===== src/rtl/switch_pkg.sv =====
// rtl/switch_pkg.sv - shared constants and sizing helpers for the switch debouncer
package switch_pkg;

  localparam int N_SWITCHES          = 6;
  localparam int CLK_HZ_DEFAULT      = 50_000_000;
  localparam int DEBOUNCE_US_DEFAULT = 10_000;

  // Number of clocks a synchronised level must hold before it is accepted
  function automatic int stable_cycles(input int clk_hz, input int debounce_us);
    return (clk_hz / 1_000_000) * debounce_us;
  endfunction

  // Counter width able to hold 0..STABLE_CYCLES
  function automatic int cnt_width(input int cycles);
    return $clog2(cycles + 1);
  endfunction

endpackage


===== src/rtl/debounce_cell.sv =====
// rtl/debounce_cell.sv - one switch: two-flop synchroniser, stability counter, edge pulses
module debounce_cell #(
  parameter int STABLE_CYCLES = 8,
  parameter int CNT_W         = 4
) (
  input  logic clk,
  input  logic rst_n,
  input  logic raw,
  output logic stable,
  output logic rise,
  output logic fall
);

  logic             sync_a;
  logic             sync_b;
  logic [CNT_W-1:0] cnt;

  localparam logic [CNT_W-1:0] TERMINAL = CNT_W'(STABLE_CYCLES - 1);

  // Two-flop synchroniser; raw is asynchronous to clk
  always_ff @(posedge clk or negedge rst_n) begin
    if (!rst_n) begin
      sync_a <= 1'b0;
      sync_b <= 1'b0;
    end else begin
      sync_a <= raw;
      sync_b <= sync_a;
    end
  end

  // Stability counter: any return to the stable level clears it; terminal compare precedes increment
  always_ff @(posedge clk or negedge rst_n) begin
    if (!rst_n) begin
      cnt    <= '0;
      stable <= 1'b0;
      rise   <= 1'b0;
      fall   <= 1'b0;
    end else begin
      rise <= 1'b0;
      fall <= 1'b0;
      if (sync_b == stable) begin
        cnt <= '0;
      end else if (cnt == TERMINAL) begin
        stable <= sync_b;
        cnt    <= '0;
        rise   <= sync_b;
        fall   <= ~sync_b;
      end else begin
        cnt <= cnt + 1'b1;
      end
    end
  end

endmodule


===== src/rtl/switch_debouncer.sv =====
// rtl/switch_debouncer.sv - debounced slide-switch bank with rise/fall pulses and change strobe
module switch_debouncer
  import switch_pkg::*;
#(
  parameter int N           = N_SWITCHES,
  parameter int CLK_HZ      = CLK_HZ_DEFAULT,
  parameter int DEBOUNCE_US = DEBOUNCE_US_DEFAULT
) (
  input  logic         CLOCK_50,
  input  logic         KEY0,
  input  logic [0:N-1] SW,
  output logic [0:N-1] SW_STABLE,
  output logic [0:N-1] SW_RISE,
  output logic [0:N-1] SW_FALL,
  output logic         SW_CHANGED
);

  localparam int STABLE_CYCLES = stable_cycles(CLK_HZ, DEBOUNCE_US);
  localparam int CNT_W         = cnt_width(STABLE_CYCLES);

  // A one-cycle window cannot distinguish a level from a glitch
  if (STABLE_CYCLES < 2) begin : g_bad_config
    $error("switch_debouncer: STABLE_CYCLES must be at least 2");
  end

  // One independent debounce cell per switch
  for (genvar i = 0; i < N; i++) begin : g_cell
    debounce_cell #(
      .STABLE_CYCLES(STABLE_CYCLES),
      .CNT_W        (CNT_W)
    ) u_cell (
      .clk   (CLOCK_50),
      .rst_n (KEY0),
      .raw   (SW[i]),
      .stable(SW_STABLE[i]),
      .rise  (SW_RISE[i]),
      .fall  (SW_FALL[i])
    );
  end

  // Bank strobe is a plain OR of flop outputs, so it coincides with the per-bit pulses
  assign SW_CHANGED = (|SW_RISE) | (|SW_FALL);

endmodule


===== config.mk =====
export PLATFORM = sky130hd
export DESIGN_NAME = switch_debouncer
export DESIGN_NICKNAME = d
export VERILOG_FILES = /design/src/rtl/switch_pkg.sv /design/src/rtl/debounce_cell.sv /design/src/rtl/switch_debouncer.sv
export SDC_FILE = /design/constraint.sdc
export NUM_CORES = 1
export LEC_CHECK = 0
export ABC_AREA = 1
export BUFFER_PORTS_ARGS = -buffer_cell sky130_fd_sc_hd__buf_2
export CORE_ASPECT_RATIO = 0.75
export CORE_MARGIN = 4
export CORE_UTILIZATION = 25
export DETAILED_ROUTE_END_ITERATION = 10
export SLEW_MARGIN = 20
export SYNTH_ARGS = -nofsm -noshare
export SYNTH_HDL_FRONTEND = slang
export SYNTH_SLANG_ARGS = --single-unit
export TNS_END_PERCENT = 50

===== constraint.sdc =====
create_clock -name CLOCK_50 -period 1.2 [get_ports CLOCK_50]
set_input_delay 0.18 -clock CLOCK_50 [delete_from_list [all_inputs] [get_ports CLOCK_50]]
set_output_delay 0.18 -clock CLOCK_50 [all_outputs]
set_load 0.01 [all_outputs]

==> reports/qor.yml <==
run_status:
  status: "finished, violations left"
  violations: "setup timing"
critical_path:
  cp_slowest_cell: "dfrtp_1"
  critical_path.max_stage_delay_ns: 0.42
  startpoint_type: "flip-flop"
  cp.required_ns: 1.02
  crit_type: "flip-flop to primary output"
  cp_max_fo: 2
  critical-path-top-delay-family: "flip-flops"
  path_buf_inv: 1
  endpoint_kind: "primary output"
  regToRegStartpoint: "g_cell[3].u_cell.cnt[10]"
  crit_start: "g_cell[3].u_cell.fall"
  crit_arrival_ns: 1.38
  cp_cell_sequence: "nor4_1 > nand3_1 > buf_2"
timing:
  timing_hold_violations_final: 0
  hold_slack_ns: 0.190
  slew_viol_final: 0
  setup_ws_ns: -0.358
  relSlewSlack_pct: 82.0
  finClkSkew_ns: 0.00898
  finalSetupViolCount: 115
  tightest_slew_ns: 0.270
  timing.fmax_mhz: 642
  final.period_utilization_pct: 130
  rsz0062_at_grt: "true"
  layout_min_cycle_time_ns: 1.56
drt:
  ant_nets: 0
  drt_wl_total_mm: 21.3
  drtPass1Iterations: 5
  wl_per_cell_um: 12.7
  drc: 0
  initialDrtViolationCount: 426
  vias: 7292
  routed_via_density: 4.34
floorplanning:
  die_h_um: 162
  dieArea_um2: 34500
  coreArea_um2: 31200
  io_pins: 27
  start_util_pct: 25.3
  rows: 56
  die_width_um: 213
clock_tree:
  cts-buffers-inserted: 17
  cts.sink_count: 144
  clk_pin_slew_worst_paths_ns: 0.07
  root_buffer: "clkbuf_16"
  htreeDepth: 4
  clk_latency_ns: 0.43
  clk_path_buf_depth: 2
  cts_tree: "built"
grt:
  grtUsageMet3_pct: 2.63
  grt.total_usage_pct: 12.2
  overflow: 0
  grt_pass1_wl_mm: 34.3
  grt_use_met1_pct: 16.9
  antenna_found_initial: 0
  met2_usage_pct: 19.3
  grt_start_max_net_pins: 37
  grt_pass1_vias: 7051
  top_usage_layer: "met2"
worst_hold_path:
  hold_class: "input port to asynchronous set/reset pin"
synthesis:
  synth_warnings: 0
  postSynthCellCount: 1025
  seq_area_frac_synth_pct: 45.7
  avgSynthCellArea_um2: 7.69
  netlist_area_um2: 7880
  synth.net_count: 1039
  synth_cell_types: 34
  ys_ff_latch: 144
finish:
  fin_cells: 1681
  synthToLayoutAreaGrowth_pct: 51.5
  layout-drive-gt1-share_pct: 42.6
  antennaDiodeCount: 0
  num-nets-final: 1276
pwr:
  ir_drop_mv: 0.754
  finalPower_w: 0.0110
  p_leak_nw: 5.29
  powerDensity_nw_per_um2: 919
placement:
  port_buffers: 26
  pre_cts_ws_ns: -0.184
  place_inst: 1598
  dp_hpwl_mm: 14.6
  gp_congestion: 0.861
flow_run:
  drv_cap: 0
==> cell type report <==
cell class | count | area, um^2
Clock inverter | 15 | 163
Clock buffer | 17 | 425
Tap cell | 406 | 508
Multi-Input combinational cell | 752 | 4790
Inverter | 108 | 418
Fill cell | 2978 | 19200
Sequential cell | 144 | 3630
Timing Repair Buffer | 239 | 2010
==> layer usage <==
metal  routed length [um]  share of wire (%)
met5                    0                  0
met4                  306                1.4
met3                  786                3.7
met2                10300                 48
met1                 9930                 47
==> logic make-up after synthesis <==
kind of cell               synth area share [%]
and+or+nand+nor                            37.5
DFF                                        45.7
buffers and inverters                      7.05
xor gates and xnor gates                   5.56
AOI/OAI and AO/OA                          3.27
adders and majority gates                 0.952
==> where the power goes <==
group	total, W	internal [W]	switching, W
Sequential	0.00501	0.00492	0.0000868
Clock	0.00540	0.00296	0.00244
Combinational	0.000574	0.000243	0.000331
Total	0.0110	0.00813	0.00285
==> worst paths after layout <==
| check | endpoint | slack, ns | cells past startpoint |
|---|---|---|---|
| setup / recovery | SW_CHANGED | -0.36 | 3 |
| hold / removal | g_cell[3].u_cell.stable | 0.19 | 2 |
| setup reg to reg | g_cell[3].u_cell.cnt[8] | -0.16 | 7 |
| hold reg to reg | g_cell[2].u_cell.sync_b | 0.35 | 0 |
| max in group asynchronous | g_cell[0].u_cell.cnt[8] | 0.49 | 3 |
| min in group CLOCK_50 | g_cell[2].u_cell.sync_b | 0.35 | 0 |
==> Yosys cell counts, drive strengths merged <==
library cell  number  area share (%)
nand4             12            0.95
buf               21             1.9
o21bai             3            0.29
o22ai              1           0.079
and3               1           0.079
nand2            201              10
nor2             315              17
nand3             79             5.4
xor2              31             3.4
a21oi             27             1.8
inv              108             5.1
and2               5            0.40
a31oi              1           0.079
nor3b              9            0.86
o21ai             16             1.1
nor4               3            0.24
xnor2             19             2.1
nand3b             5            0.52
ha                 6            0.95
nor3              18             1.5
dfrtp            144              46
==> through the flow <==
step,area (um^2),utilization [%],TNS [ns]
floorplan,7930,-,-0.418
global placement,9690,31.1,-8.27
detailed placement,9690,31.1,-10.42
CTS,11200,35.8,-7.31
global route,11900,38.3,-18.43
finish,11900,38.3,-8.14
==> flip-flops by register name (all words and copies together) (netlist names) <==
signal                cells
g_cell.u_cell.rise        6
g_cell.u_cell.cnt       114
g_cell.u_cell.stable      6
g_cell.u_cell.sync_a      6
g_cell.u_cell.fall        6
g_cell.u_cell.sync_b      6
==> cells in the final DEF (no fill, tap or decap), types with 21 or more instances in the layout <==
master / count
a21oi_1: 23
buf_4: 160
buf_6: 50
dfrtp_1: 123
dfrtp_2: 21
inv_1: 83
nand2_1: 149
nand2_2: 26
nand2_4: 25
nand3_1: 43
nand3_2: 26
nor2_1: 208
nor2_2: 47
nor2_4: 60
xor2_1: 31
==> repair_timing <==
action,4_1_cts,5_1_grt
pin swaps,78,92
buffers inserted,22,27
hold buffers,7,0
setup endpoints to repair,130,145
gates resized for setup,154,166
cloned,0,0
hold endpoints to repair,150,0
Note: power is estimated with default switching activity, not from simulation.
